File: src/rtl/arrow_field.sv
`default_nettype none
// ============================================================================
// Module   : arrow_field
// Purpose  : Falling-arrow sprite pool with hit/miss resolution and a
//            fixed two-cycle pixel render pipeline for the video mixer.
// Revision : 1.0
// ============================================================================
module arrow_field #(
    parameter int NUM_SLOTS  = 8,
    parameter int NUM_LANES  = 4,
    parameter int WIDTH      = 8,
    parameter int HEIGHT     = 32,
    parameter int LANE_X0    = 256,
    parameter int LANE_PITCH = 128,
    parameter int HIT_Y      = 640,
    parameter int HIT_TOL    = 24,
    parameter int MISS_Y     = 720,
    localparam int LW = (NUM_LANES > 1) ? $clog2(NUM_LANES) : 1,
    localparam int CW = $clog2(NUM_SLOTS + 1)
) (
    input  logic          clk,
    input  logic          rst_in,
    input  logic [10:0]   hcount_in,
    input  logic [9:0]    vcount_in,
    input  logic          spawn_valid_in,
    input  logic [LW-1:0] spawn_lane_in,
    input  logic [2:0]    spawn_speed_in,
    input  logic          hit_valid_in,
    input  logic [LW-1:0] hit_lane_in,
    output logic          spawn_drop_out,
    output logic          hit_out,
    output logic          miss_out,
    output logic [CW-1:0] active_count_out,
    output logic [11:0]   pixel_out,
    output logic          valid_out
);

    localparam int SW = (NUM_SLOTS > 1) ? $clog2(NUM_SLOTS) : 1;
    localparam logic [10:0] c_hit_lo = 11'(HIT_Y - HIT_TOL);
    localparam logic [10:0] c_hit_hi = 11'(HIT_Y + HIT_TOL);
    localparam logic [10:0] c_miss_y = 11'(MISS_Y);

    logic [NUM_SLOTS-1:0] r_active;
    logic [LW-1:0]        r_lane  [NUM_SLOTS];
    logic [2:0]           r_speed [NUM_SLOTS];
    logic [9:0]           r_y     [NUM_SLOTS];

    logic                 w_tick;
    logic                 w_lane_ok;
    logic                 w_hit_found;
    logic [SW-1:0]        w_hit_idx;
    logic [9:0]           w_hit_y;
    logic                 w_hit_fire;
    logic                 w_free_found;
    logic [SW-1:0]        w_free_idx;
    logic                 w_spawn_fire;
    logic [NUM_SLOTS-1:0] w_nxt_active;
    logic [9:0]           w_nxt_y [NUM_SLOTS];
    logic [10:0]          w_sum   [NUM_SLOTS];
    logic                 w_any_miss;
    logic [CW-1:0]        w_nxt_count;
    logic [2:0]           w_speed_eff;

    assign w_tick       = (hcount_in == 11'd0) && (vcount_in == 10'd0);
    assign w_lane_ok    = (32'(spawn_lane_in) < NUM_LANES);
    assign w_hit_fire   = hit_valid_in && w_hit_found;
    assign w_spawn_fire = spawn_valid_in && w_lane_ok && w_free_found;
    assign w_speed_eff  = (spawn_speed_in == 3'd0) ? 3'd1 : spawn_speed_in;

    // Strict '>' keeps the lowest index on equal y.
    always_comb begin
        w_hit_found = 1'b0;
        w_hit_idx   = '0;
        w_hit_y     = '0;
        for (int i = 0; i < NUM_SLOTS; i++) begin
            if (r_active[i] && (r_lane[i] == hit_lane_in) &&
                ({1'b0, r_y[i]} >= c_hit_lo) && ({1'b0, r_y[i]} <= c_hit_hi) &&
                (!w_hit_found || (r_y[i] > w_hit_y))) begin
                w_hit_found = 1'b1;
                w_hit_idx   = SW'(i);
                w_hit_y     = r_y[i];
            end
        end
    end

    always_comb begin
        w_free_found = 1'b0;
        w_free_idx   = '0;
        for (int i = NUM_SLOTS - 1; i >= 0; i--) begin
            if (!r_active[i]) begin
                w_free_found = 1'b1;
                w_free_idx   = SW'(i);
            end
        end
    end

    // Hit takes precedence over advance; spawn only lands in a slot that was
    // already free, so it never collides with a hit or advance of that slot.
    always_comb begin
        w_any_miss  = 1'b0;
        w_nxt_count = '0;
        for (int i = 0; i < NUM_SLOTS; i++) begin
            w_sum[i]        = {1'b0, r_y[i]} + 11'(r_speed[i]);
            w_nxt_active[i] = r_active[i];
            w_nxt_y[i]      = r_y[i];
            if (w_hit_fire && (w_hit_idx == SW'(i))) begin
                w_nxt_active[i] = 1'b0;
            end else if (w_tick && r_active[i]) begin
                if (w_sum[i] >= c_miss_y) begin
                    w_nxt_active[i] = 1'b0;
                    w_any_miss      = 1'b1;
                end else begin
                    w_nxt_y[i] = w_sum[i][9:0];
                end
            end
            if (w_spawn_fire && (w_free_idx == SW'(i))) begin
                w_nxt_active[i] = 1'b1;
                w_nxt_y[i]      = '0;
            end
            w_nxt_count = w_nxt_count + CW'(w_nxt_active[i]);
        end
    end

    always_ff @(posedge clk) begin
        if (rst_in) begin
            r_active         <= '0;
            spawn_drop_out   <= 1'b0;
            hit_out          <= 1'b0;
            miss_out         <= 1'b0;
            active_count_out <= '0;
            for (int i = 0; i < NUM_SLOTS; i++) begin
                r_lane[i]  <= '0;
                r_speed[i] <= '0;
                r_y[i]     <= '0;
            end
        end else begin
            r_active         <= w_nxt_active;
            spawn_drop_out   <= spawn_valid_in && w_lane_ok && !w_free_found;
            hit_out          <= w_hit_fire;
            miss_out         <= w_any_miss;
            active_count_out <= w_nxt_count;
            for (int i = 0; i < NUM_SLOTS; i++) begin
                r_y[i] <= w_nxt_y[i];
                if (w_spawn_fire && (w_free_idx == SW'(i))) begin
                    r_lane[i]  <= spawn_lane_in;
                    r_speed[i] <= w_speed_eff;
                end
            end
        end
    end

    // Render stage 1: per-slot coverage, with the lane captured alongside so
    // stage 2 is immune to the slot being reused in between.
    logic [NUM_SLOTS-1:0] w_cov;
    logic [NUM_SLOTS-1:0] r_cov;
    logic [LW-1:0]        r_cov_lane [NUM_SLOTS];

    for (genvar gi = 0; gi < NUM_SLOTS; gi++) begin : g_slot
        logic [10:0] w_xl;
        logic [10:0] w_xr;
        logic [10:0] w_yt;
        logic [10:0] w_yb;
        assign w_xl = 11'(LANE_X0 + int'(r_lane[gi]) * LANE_PITCH);
        assign w_xr = w_xl + 11'(WIDTH - 1);
        assign w_yt = {1'b0, r_y[gi]};
        assign w_yb = w_yt + 11'(HEIGHT - 1);
        assign w_cov[gi] = r_active[gi] &&
                           (hcount_in >= w_xl) && (hcount_in <= w_xr) &&
                           ({1'b0, vcount_in} >= w_yt) && ({1'b0, vcount_in} <= w_yb);
    end

    always_ff @(posedge clk) begin
        if (rst_in) begin
            r_cov <= '0;
            for (int i = 0; i < NUM_SLOTS; i++) begin
                r_cov_lane[i] <= '0;
            end
        end else begin
            r_cov <= w_cov;
            for (int i = 0; i < NUM_SLOTS; i++) begin
                r_cov_lane[i] <= r_lane[i];
            end
        end
    end

    // Render stage 2: lowest covering index selects the colour.
    logic          w_sel_found;
    logic [LW-1:0] w_sel_lane;
    logic [11:0]   w_colour;

    always_comb begin
        w_sel_found = 1'b0;
        w_sel_lane  = '0;
        for (int i = NUM_SLOTS - 1; i >= 0; i--) begin
            if (r_cov[i]) begin
                w_sel_found = 1'b1;
                w_sel_lane  = r_cov_lane[i];
            end
        end
    end

    always_comb begin
        w_colour = 12'h000;
        case (2'(w_sel_lane))
            2'd0:    w_colour = 12'hF00;
            2'd1:    w_colour = 12'h0F0;
            2'd2:    w_colour = 12'h00F;
            default: w_colour = 12'hFF0;
        endcase
    end

    always_ff @(posedge clk) begin
        if (rst_in) begin
            pixel_out <= 12'h000;
            valid_out <= 1'b0;
        end else begin
            pixel_out <= w_sel_found ? w_colour : 12'h000;
            valid_out <= w_sel_found;
        end
    end

endmodule
`default_nettype wire

File: config.mk
export PLATFORM = sky130hd
export DESIGN_NAME = arrow_field
export DESIGN_NICKNAME = d
export VERILOG_FILES = /design/src/rtl/arrow_field.sv
export SDC_FILE = /design/constraint.sdc
export NUM_CORES = 1
export LEC_CHECK = 0
export ABC_CLOCK_PERIOD_IN_PS = 32900
export BUFFER_PORTS_ARGS = -buffer_cell sky130_fd_sc_hd__buf_4
export CAP_MARGIN = 5
export CORE_MARGIN = 3
export CORE_UTILIZATION = 26
export CTS_BUF_LIST = sky130_fd_sc_hd__clkbuf_8
export CTS_CLUSTER_DIAMETER = 60
export DETAILED_ROUTE_END_ITERATION = 10
export PLACE_DENSITY_LB_ADDON = 0.3
export SETUP_SLACK_MARGIN = 0.2
export SYNTH_ARGS = -nofsm -noshare
export SYNTH_HDL_FRONTEND = slang
export SYNTH_SLANG_ARGS = --single-unit
File: constraint.sdc
create_clock -name clk -period 32.9 [get_ports clk]
set_clock_uncertainty 0.1 [all_clocks]
set_input_delay 6.58 -clock clk [delete_from_list [all_inputs] [get_ports clk]]
set_output_delay 6.58 -clock clk [all_outputs]
set_load 0.05 [all_outputs]
==> metrics.cfg <==
[outcome]
status = finished, final reports clean

[yosys]
ys_ff_latch = 163
async_flop_share = 0
synth_cells = 2043
synth_area_um2 = 17020
synth_area_leaders = ha_1 22%, dfxtp_1 16%, xnor2_1 6.2%
synthAdderAreaFrac = 0.2391
synth_top_area_cell = ha_1
synthFlopType = dfxtp_1
syn_area_per_cell_um2 = 8.330
yosysSeqAreaShare = 0.2094
ys_types = 104
synthMuxAreaShare = 0.04110
synth_top_family_by_area = adder cells
synth_enable_flop_cells = 30
yosys.area_share.simple = 0.1967
synth-warning-count = 0
synth_xor_area_frac = 0.06690
synth-compound-area-share = 0.1893
yosysTopAreaCellShare = 0.2250

[grt]
grt_max_degree = 50
antenna_found_initial = 1
grt_first_pass_wirelength_mm = 87.07
grt_usage = 0.1653
grt.overflow.total = 0
first_global_vias = 14520

[die]
die_y_um = 261.8
core_area_um2 = 64580
die_area_um2 = 68560
start_util = 0.2635
rows = 93
die_x_um = 261.8
io_pins = 52

[routing]
first_pass_iters = 5
detail-route-antenna-nets = 0
drt-total-wl_mm = 56.52
vias = 15020
drc_errors = 0
first_iter_violations = 1076
wl_per_cell_um = 19.42
vias_per_cell = 5.161

[power]
switching_share = 0.3154
power.switching_w = 0.0001348
p_leak_nw = 7.009
internal_power_w = 0.0002926
cellPowerDensity_nw_per_um2 = 23.04
clockPowerShare = 0.369
ir_drop_uv = 21.45
combinationalPowerShare = 0.141
power_frac_seq = 0.489

[worst_setup_path]
timing.rr.start = r_y[0][6]
cp_common_cell = ha_1
critical_path_arrival_ns = 24.45
cp.required_ns = 33.20
ff2ff_path_depth = 67
critPathSlowestCell = a2111oi_0
crit_type = in2reg
setup.worst_path.end_class = flip-flop
reg2reg_to = active_count_out[2]
cp-start-kind = primary input
r2r_setup_slack_ns = 14.29
max_stage_delay_ns = 0.76
path_max_fanout = 16

[timing]
relSlewSlack = 0.2877
tightest_slew_ns = 1.068
layout_setup_ws_ns = 8.753
finalSetupViolations = 0
rsz0062_at_grt = false
post-route-period-util = 0.7340
finalMaxSlewViolations = 0
hold_violations = 0
fin_crit_ns = 24.15
fmax_mhz = 41.41
fin_tns_setup_ns = 0

[clock_tree]
holdBufCountCts = 0
cts_resized = 0
post-cts-setup-buffer-count = 0
clock_sinks = 163
clockRootBuffer = clkbuf_8
insertion_delay_ns = 0.54
path_clk_slew_ns = 0.10
cts_buffers = 17
cts_tree = yes
clock_path_buffers = 2
cts_max_level = 4

[job]
cap_violations = 0

[worst_hold_path]
hold_path.startpoint = r_lane[0][6]
holdPathStages = 2
hp-class = reg2reg
holdPathEnd = r_cov_lane[0][6]

[final_layout]
num_antenna_cells = 0
layout-drive-gt1-share = 0.08808
fill_cells = 6896
area_growth_pct = 9.013
final_common_cell = ha_1
final_nets = 2392
layout_common_cells = 306 x ha_1, 199 x nor2_1, 142 x inv_1, 135 x nand2_1, 133 x dfxtp_1

[placement]
io_buffers = 51
gp_congestion = 0.9294
hpwl_mm = 42.90
dpl_worst_slack_ns = 8.620

==> layout make-up <==
| class | instances | area, µm² | share of cell area |
|---|---|---|---|
| clock buffer | 18 | 247.7 | 0.01335 |
| clock inverter | 14 | 141.4 | 0.007621 |
| inverter | 148 | 560.5 | 0.03021 |
| multi-input combinational | 1651 | 12510 | 0.6744 |
| sequential | 163 | 3563 | 0.1921 |
| tap | 855 | 1070 | 0.05766 |
| timing repair buffer | 61 | 457.9 | 0.02468 |
==> cells in the mapped netlist (44+ instances only) <==
library cell,number
ha_1,306
nand2_1,135
nand4_1,46
o21a_1,49
a21oi_1,118
inv_1,142
dfxtp_1,133
o21ai_0,98
nand3_1,44
nor3_1,51
clkbuf_1,48
nor2_1,199
xnor2_1,120
==> metal layers <==
layer  vias to the layer above  share of wire  global-route usage
met4                         0          0.025             0.04604
met2                       359           0.47              0.2806
met3                        85          0.040             0.02168
met5                         -              0                   0
li1                       7365              -                   -
met1                      7209           0.47              0.2193
==> critical path: cells and delay by family <==
family          cells  cell delay, ns
compound gates     29            7.52
xor+xnor            2            0.43
fa+ha+maj          12            4.08
buf+inv             5            0.49
mux                 5            1.97
simple gates       15            3.37
==> sequential cells by signal, indices dropped and copies added (netlist names) <==
signal and count:
r_speed 24, r_y 80, r_active 8, spawn_drop_out 1
valid_out 1, hit_out 1, miss_out 1, active_count_out 4
r_lane 16, r_cov 8, r_cov_lane 16, pixel_out 3
==> worst max path at each step <==
stage                   start                   to  slack [ns]  cells after the start
2_1_floorplan  hit_lane_in[0]  active_count_out[2]       10.43                     69
3_3_place_gp   hit_lane_in[0]  active_count_out[2]        8.95                     67
3_5_place_dp   hit_lane_in[0]  active_count_out[2]        8.62                     68
4_1_cts        hit_lane_in[0]  active_count_out[2]        9.12                     68
5_1_grt        hit_lane_in[0]  active_count_out[2]        7.67                     68
6_report       hit_lane_in[0]  active_count_out[2]        8.75                     68
==> cell families after synthesis <==
family	Yosys count
AND/OR/NAND/NOR	667
buffers and inverters	235
flip-flops	163
other	1
AO/OA/AOI/OAI	467
XOR/XNOR	130
multiplexers	62
adder cells (fa/ha/maj)	318
==> through the flow <==
stage                     utilization  hold slack (ns)  total power, W  std cells  instance area (µm²)
after floorplan                     -           0.3703       0.0002483       2049                17040
after global placement         0.2813           0.4044       0.0002728       2878                18160
after detailed placement       0.2813           0.4071       0.0002742       2878                18160
after CTS                      0.2873           0.4219       0.0004334       2910                18550
after global routing           0.2873           0.4406       0.0004484       2910                18550
final                          0.2873           0.4180       0.0004275       2910                18550
==> power groups by stage <==
stage                     Sequential, W  Clock, W  Combinational [W]
after floorplan                0.000214         0          0.0000347
after global placement         0.000214         0          0.0000591
after detailed placement       0.000214         0          0.0000604
after CTS                      0.000209  0.000163          0.0000608
after global routing           0.000210  0.000171          0.0000682
final                          0.000209  0.000158          0.0000604
(Power assumes the default switching activity.)
